$ cat src/rtl/uart_frame_decoder_pkg.sv
// uart_frame_pkg
//   Shared types and widths for the UART frame decoder.
//   state_t    : decoder FSM states
//   err_code_t : error code reported alongside a frame_err pulse
//   CNT_W      : payload byte counter width (LEN up to 15)
//   SUM_W      : running checksum width (8-bit wrap)
package uart_frame_pkg;

  localparam int CNT_W = 4;
  localparam int SUM_W = 8;

  typedef enum logic [1:0] {
    IDLE    = 2'd0,
    PAYLOAD = 2'd1,
    CSUM    = 2'd2,
    HOLD    = 2'd3
  } state_t;

  typedef enum logic [1:0] {
    ERR_NONE    = 2'd0,
    ERR_CSUM    = 2'd1,
    ERR_OVERRUN = 2'd2,
    ERR_TIMEOUT = 2'd3
  } err_code_t;

endpackage

$ cat src/rtl/uart_frame_decoder_if.sv
// uart_frame_decoder_if
//   Byte-stream input and frame valid/ready output of the frame decoder.
//   rx_update   : one-cycle strobe, rx_data holds a new byte
//   rx_data     : received byte
//   frame_valid : verified frame available
//   frame_ready : consumer accepts when frame_valid & frame_ready
//   frame_data  : payload, first byte in [7:0]
//   frame_err   : one-cycle error pulse
//   err_code    : last error code
//   modport master : decoder side
//   modport slave  : byte source / frame consumer side
interface uart_frame_decoder_if
  import uart_frame_pkg::*;
#(
  parameter int LEN = 4
);

  logic             rx_update;
  logic [7:0]       rx_data;
  logic             frame_valid;
  logic             frame_ready;
  logic [LEN*8-1:0] frame_data;
  logic             frame_err;
  err_code_t        err_code;

  modport master (
    input  rx_update,
    input  rx_data,
    input  frame_ready,
    output frame_valid,
    output frame_data,
    output frame_err,
    output err_code
  );

  modport slave (
    output rx_update,
    output rx_data,
    output frame_ready,
    input  frame_valid,
    input  frame_data,
    input  frame_err,
    input  err_code
  );

endinterface

$ cat src/rtl/uart_frame_decoder_idle_timer.sv
// frame_idle_timer
//   Inter-byte idle counter with terminal-count compare.
//   clk, reset_n : clock, async active-low reset
//   clear        : force counter to 0 (new byte, or decoder not inside a frame)
//   enable       : count idle clocks
//   expire       : counter has reached TIMEOUT-1 while enabled
module frame_idle_timer #(
  parameter int TIMEOUT = 100000
) (
  input  logic clk,
  input  logic reset_n,
  input  logic clear,
  input  logic enable,
  output logic expire
);

  localparam int W = (TIMEOUT > 2) ? $clog2(TIMEOUT) : 1;

  logic [W-1:0] cnt;

  assign expire = enable && (cnt == W'(TIMEOUT - 1));

  // Saturates at the terminal count so a stalled FSM cannot wrap it.
  always_ff @(posedge clk or negedge reset_n) begin
    if (!reset_n) begin
      cnt <= '0;
    end else if (clear) begin
      cnt <= '0;
    end else if (enable && !expire) begin
      cnt <= cnt + 1'b1;
    end
  end

endmodule

$ cat src/rtl/uart_frame_decoder.sv
// uart_frame_decoder
//   Hunts for SYNC in the received byte stream, collects LEN payload bytes
//   and a checksum byte, and presents verified frames on a valid/ready port.
//   Checksum, overrun and (optional) inter-byte timeout errors produce a
//   one-cycle frame_err pulse with err_code.
//   Ports:
//     clk     : clock
//     reset_n : asynchronous active-low reset
//     bus     : uart_frame_decoder_if.master (rx byte input, frame output)
//   Build option:
//     FRAME_TIMEOUT_EN : enables the inter-byte idle timeout (TIMEOUT clocks)
//
//   state   | meaning
//   --------+--------------------------------------------------------------
//   IDLE    | waiting for SYNC, other bytes dropped
//   PAYLOAD | storing payload byte cnt, accumulating sum
//   CSUM    | next byte is the checksum; sum+byte must be 0
//   HOLD    | verified frame presented, waiting for frame_ready
module uart_frame_decoder
  import uart_frame_pkg::*;
#(
  parameter logic [7:0] SYNC    = 8'hA5,
  parameter int         LEN     = 4,
  parameter int         TIMEOUT = 100000
) (
  input logic                  clk,
  input logic                  reset_n,
  uart_frame_decoder_if.master bus
);

  typedef struct packed {
    state_t           state;
    logic [CNT_W-1:0] cnt;
    logic [SUM_W-1:0] sum;
    logic [LEN*8-1:0] data;
    logic             valid;
    logic             err;
    err_code_t        code;
  } regs_t;

  regs_t            cur;
  regs_t            nxt;
  logic [SUM_W-1:0] csum_total;
  logic             in_frame;
  logic             tmr_expire;

  assign csum_total = cur.sum + bus.rx_data;
  assign in_frame   = (cur.state == PAYLOAD) || (cur.state == CSUM);

`ifdef FRAME_TIMEOUT_EN
  frame_idle_timer #(
    .TIMEOUT (TIMEOUT)
  ) u_idle_timer (
    .clk     (clk),
    .reset_n (reset_n),
    .clear   (bus.rx_update || !in_frame),
    .enable  (in_frame),
    .expire  (tmr_expire)
  );
`else
  logic timeout_unused;
  assign timeout_unused = (|TIMEOUT) & in_frame;
  assign tmr_expire     = 1'b0;
`endif

  always_ff @(posedge clk or negedge reset_n) begin
    if (!reset_n) begin
      cur <= '0;
    end else begin
      cur <= nxt;
    end
  end

  always_comb begin
    nxt     = cur;
    nxt.err = 1'b0;
    case (cur.state)
      IDLE: begin
        if (bus.rx_update && (bus.rx_data == SYNC)) begin
          nxt.state = PAYLOAD;
          nxt.cnt   = '0;
          nxt.sum   = '0;
        end
      end
      PAYLOAD: begin
        if (bus.rx_update) begin
          for (int k = 0; k < LEN; k++) begin
            if (cur.cnt == CNT_W'(k)) begin
              nxt.data[k*8 +: 8] = bus.rx_data;
            end
          end
          nxt.sum = csum_total;
          nxt.cnt = cur.cnt + 1'b1;
          if (cur.cnt == CNT_W'(LEN - 1)) begin
            nxt.state = CSUM;
          end
        end else if (tmr_expire) begin
          nxt.state = IDLE;
          nxt.err   = 1'b1;
          nxt.code  = ERR_TIMEOUT;
        end
      end
      CSUM: begin
        if (bus.rx_update) begin
          if (csum_total == '0) begin
            nxt.state = HOLD;
            nxt.valid = 1'b1;
          end else begin
            nxt.state = IDLE;
            nxt.err   = 1'b1;
            nxt.code  = ERR_CSUM;
          end
        end else if (tmr_expire) begin
          nxt.state = IDLE;
          nxt.err   = 1'b1;
          nxt.code  = ERR_TIMEOUT;
        end
      end
      HOLD: begin
        // valid is always 1 here, so ready alone completes the handshake.
        // A byte arriving in the same cycle is treated as seen in IDLE.
        if (bus.frame_ready) begin
          nxt.state = IDLE;
          nxt.valid = 1'b0;
          if (bus.rx_update && (bus.rx_data == SYNC)) begin
            nxt.state = PAYLOAD;
            nxt.cnt   = '0;
            nxt.sum   = '0;
          end
        end else if (bus.rx_update) begin
          nxt.err  = 1'b1;
          nxt.code = ERR_OVERRUN;
        end
      end
      default: begin
        nxt.state = IDLE;
      end
    endcase
  end

  assign bus.frame_valid = cur.valid;
  assign bus.frame_data  = cur.data;
  assign bus.frame_err   = cur.err;
  assign bus.err_code    = cur.code;

endmodule

$ cat src/flat_wrapper.sv
// flat-port wrapper written by rule: the top's interface ports become plain ports
module uart_frame_decoder_flat import uart_frame_pkg::*;
#(
  parameter logic [7:0] SYNC    = 8'hA5,
  parameter int         LEN     = 4,
  parameter int         TIMEOUT = 100000
)
  (clk, reset_n, bus_rx_update, bus_rx_data, bus_frame_ready, bus_frame_valid, bus_frame_data, bus_frame_err, bus_err_code);
  uart_frame_decoder_if #(.LEN(LEN)) bus_i ();
  input logic clk;
  input logic reset_n;
  input wire logic [$bits(bus_i.rx_update)-1:0] bus_rx_update;
  input wire logic [$bits(bus_i.rx_data)-1:0] bus_rx_data;
  input wire logic [$bits(bus_i.frame_ready)-1:0] bus_frame_ready;
  output wire logic [$bits(bus_i.frame_valid)-1:0] bus_frame_valid;
  output wire logic [$bits(bus_i.frame_data)-1:0] bus_frame_data;
  output wire logic [$bits(bus_i.frame_err)-1:0] bus_frame_err;
  output wire logic [$bits(bus_i.err_code)-1:0] bus_err_code;
  assign bus_i.rx_update = bus_rx_update;
  assign bus_i.rx_data = bus_rx_data;
  assign bus_i.frame_ready = bus_frame_ready;
  assign bus_frame_valid = bus_i.frame_valid;
  assign bus_frame_data = bus_i.frame_data;
  assign bus_frame_err = bus_i.frame_err;
  assign bus_err_code = bus_i.err_code;
  uart_frame_decoder #(.SYNC(SYNC), .LEN(LEN), .TIMEOUT(TIMEOUT)) u_core (.clk(clk), .reset_n(reset_n), .bus(bus_i));
endmodule
$ cat config.mk
export PLATFORM = sky130hd
export DESIGN_NAME = uart_frame_decoder_flat
export DESIGN_NICKNAME = d
export VERILOG_FILES = /design/src/rtl/uart_frame_decoder_pkg.sv /design/src/rtl/uart_frame_decoder_if.sv /design/src/rtl/uart_frame_decoder_idle_timer.sv /design/src/rtl/uart_frame_decoder.sv /design/src/flat_wrapper.sv
export SDC_FILE = /design/constraint.sdc
export NUM_CORES = 1
export LEC_CHECK = 0
export ABC_AREA = 1
export CORE_UTILIZATION = 37
export DETAILED_ROUTE_END_ITERATION = 8
export REMOVE_ABC_BUFFERS = 1
export SETUP_SLACK_MARGIN = 0.2
export SYNTH_ARGS = -nofsm -noshare
export SYNTH_HDL_FRONTEND = slang
export SYNTH_SLANG_ARGS = --single-unit
$ cat constraint.sdc
create_clock -name clk -period 4.2 [get_ports clk]
set_input_delay 1.26 -clock clk [delete_from_list [all_inputs] [get_ports clk]]
set_output_delay 1.26 -clock clk [all_outputs]
set_load 0.02 [all_outputs]
==> flow_summary_export.csv <==
group,metric,value,unit
outcome,outcome,"completed",
final_layout,mostFrequentLayoutCell,"nand2_1",
global_route,antenna_found_initial,0,
sta,setup-violations-final,0,
detailed_routing,drt_first_pass_iters,5,
clock_tree,cts-root-buf,"clkbuf_8",
yosys,synth_top_family_by_area,"simple AND/OR/NAND/NOR gates",
clock_tree,cts_sinks,50,
yosys,yosys.area_share.adder,0.0573,
worst_setup_path,path_class,"input pin to flop",
global_route,grt_pass1_vias,1953,
placement,gp_congestion,0.884,
detailed_routing,vias,2009,
sta,fin_crit_sh,0.738,
power,max-vdd-ir-drop,0.195,mV
worst_setup_path,cp.arrival,3290,ps
die,io_pins,48,
sta,fin_crit,3100,ps
die,fp-row-count,31,
yosys,synthCells,326,
power,finalPower,2.34,mW
global_route,grt.total_usage,0.156,
yosys,synth.area.top_cells,"dfrtp_1, nand2_1, buf_4, o21ai_0, ha_1",
die,dieHeight,88.3,um
clock_tree,post_cts_buffers,0,
global_route,grt_pass1_wl,9.32,mm
clock_tree,cts_buffers,5,
die,core_area,7210,um2
global_route,grt_use_met1,0.209,
worst_setup_path,cp-end-kind,"flop",
worst_setup_path,r2r_setup_slack,2150,ps
die,initial_core_util,0.382,
clock_tree,cts_tree,"done",
power,power.leakage,1.55,nW
yosys,synth_compound_area_frac,0.0927,
clock_tree,clkSlewWorstSetupHoldPaths,80,ps
final_layout,drive_above_1_share,0.0700,
final_layout,n_antenna_cell,0,
die,die_w,88.3,um
global_route,grt_max_degree,33,
hold_path,min_path_type,"flop to flop",
final_layout,nNetsFinal,366,
final_layout,areaGrowthSynthToFinish,14.5,%
global_route,use_met3,0.0336,
worst_setup_path,rr_worst_depth,14,
hold_path,holdPathStages,2,
yosys,synth_top_area_frac,0.455,
clock_tree,holdBufCountCts,0,
global_route,grt_most_used_layer,"met2",
yosys,ys_types,28,
detailed_routing,drtAntennaViolNets,0,
worst_setup_path,rr_startpoint,"u_core.cur[36]$_DFFE_PN0P_",
final_layout,final_cells,442,
yosys,synth.largest_area_cell,"dfrtp_1",
hold_path,holdPathEnd,"u_core.bus.frame_valid$_DFFE_PN0P_",
yosys,synthXorXnorAreaFrac,0.00955,
detailed_routing,remaining_drc_errors,0,
yosys,ys_seq_elements,50,
sta,fin_skew,10.1,ps
placement,dp_hpwl,3.98,mm
placement,placed_cell_area,3040,um2
hold_path,hold_start,"u_core.bus.frame_valid$_DFFE_PN0P_",
yosys,synth.yosys.seq_area_share,0.455,
detailed_routing,drt_iter0_markers,136,
global_route,grt_util_met2,0.257,
sta,relSlewSlack,0.512,
worst_setup_path,worstSetupStartpointType,"input pin",
placement,portBuffers,47,
final_layout,fin_area,3150,um2
sta,max_freq,323,MHz
sta,hold_viol_final,0,
sta,fin_tns_setup,0,ps
detailed_routing,drt_wl_total,5.32,mm
die,dieArea,7790,um2
sta,rsz0062_at_grt,"no",
clock_tree,htree_levels,2,
sta,tightest_slew,733,ps
yosys,syn_area,2750,um2
placement,dp.cells,434,
power,p_per_area,742,nW/um2
worst_setup_path,reg2reg_to,"u_core.bus.frame_valid$_DFFE_PN0P_",
final_layout,layout_common_cells,"nand2_1, dfrtp_1, clkdlybuf4s50_1",
yosys,yosysWarnings,0,
clock_tree,clk_latency,310,ps
detailed_routing,wire_per_inst,12.0,um
yosys,synth_mux_area_frac,0,
detailed_routing,viasPerCell,4.55,
worst_setup_path,cp_max_fo,4,
global_route,grt-ovfl-total,0,
clock_tree,clock_path_buffers,2,
sta,whs,480,ps
sta,slew_viol_final,0,
job,cap_violations,0,
yosys,yosys.area_share.simple,0.223,
clock_tree,cts_resized,0,
yosys,postSynthAreaPerCell,8.44,um2
worst_setup_path,required,4400,ps
## report_power, final
| group | internal, mW | switching, mW |
|---|---|---|
| clock network | 0.179 | 0.160 |
| registers | 0.693 | 0.133 |
| logic | 0.511 | 0.662 |
## how the worst max path moves through the flow
| stage | from | slack (ps) | endpoint | cells after the start |
|---|---|---|---|---|
| 2_1_floorplan | bus_rx_data[0] | 1410 | u_core.bus.frame_valid$_DFFE_PN0P_ | 14 |
| 3_3_place_gp | bus_rx_data[0] | 830 | u_core.bus.frame_valid$_DFFE_PN0P_ | 15 |
| 3_5_place_dp | bus_rx_data[0] | 800 | u_core.bus.frame_valid$_DFFE_PN0P_ | 15 |
| 4_1_cts | bus_rx_data[0] | 1120 | u_core.bus.frame_valid$_DFFE_PN0P_ | 15 |
| 5_1_grt | bus_rx_data[0] | 850 | u_core.bus.frame_valid$_DFFE_PN0P_ | 15 |
| 6_report | bus_rx_data[0] | 1100 | u_core.bus.frame_valid$_DFFE_PN0P_ | 15 |
## final cells by class
class,instances,area (um2)
clock buffers,5,68.8
clock inverters,3,43.8
fillers,745,4060
inverters,35,131
multi-input cells,201,1050
flip-flops and latches,50,1250
well taps,99,124
repair buffers,49,480
## synthesized netlist by cell type
cell / count
nand2_2: 1
nand2_1: 93
o21ai_0: 32
nor2_1: 11
buf_4: 34
inv_2: 1
or2_4: 1
nor2_2: 3
dfrtp_1: 50
nor4_1: 2
nand3_4: 3
o21ai_2: 1
o21ai_1: 6
xor2_1: 1
buf_6: 5
nand4_1: 2
nand3_1: 18
or2_2: 1
nor2_4: 1
inv_1: 34
a21oi_2: 1
fa_1: 1
a21oi_1: 7
o22ai_1: 2
nor3_1: 1
xnor2_1: 2
buf_2: 1
ha_1: 11
## stage by stage
stage               setup WS, ps   util
floorplan                   1410      -
global placement             835  0.421
detailed placement           800  0.421
CTS                         1120  0.437
global route                 854  0.437
finish                      1100  0.437
## critical path, cell delays in order
cell and delay, ps:
clkdlybuf4s50_1 450, ha_1 260, fa_1 430, nand2_1 90
nand3_1 80, nand3_1 100, nand2_1 50, nand2_1 50
nand2_1 60, nor2_1 130, nand2_1 80, nand2_2 90
nand2_1 60, nand2_1 50, nand2_1 40
## registers in the layout (all words and copies together) (netlist names)
| signal | cells |
|---|---|
| u_core.cur | 14 |
| u_core.bus.frame_valid | 1 |
| u_core.bus.frame_data | 32 |
| u_core.bus.err_code | 2 |
| u_core.bus.frame_err | 1 |
## cell families (layout without fill, tap and decap cells)
family	after synthesis	after routing
and+or+nand+nor	137	137
buffers and inverters	75	92
DFF	50	50
AOI/OAI and AO/OA	49	49
adders and majority gates	12	12
xor gates and xnor gates	3	3
## routing by layer
layer	share of wire	routed length, um	up-vias
met5	0	0	-
met4	0.010	53	0
met3	0.034	182	4
met2	0.49	2600	38
met1	0.47	2490	932
li1	-	-	1035
No activity file was read; power rests on OpenSTA's default activity.
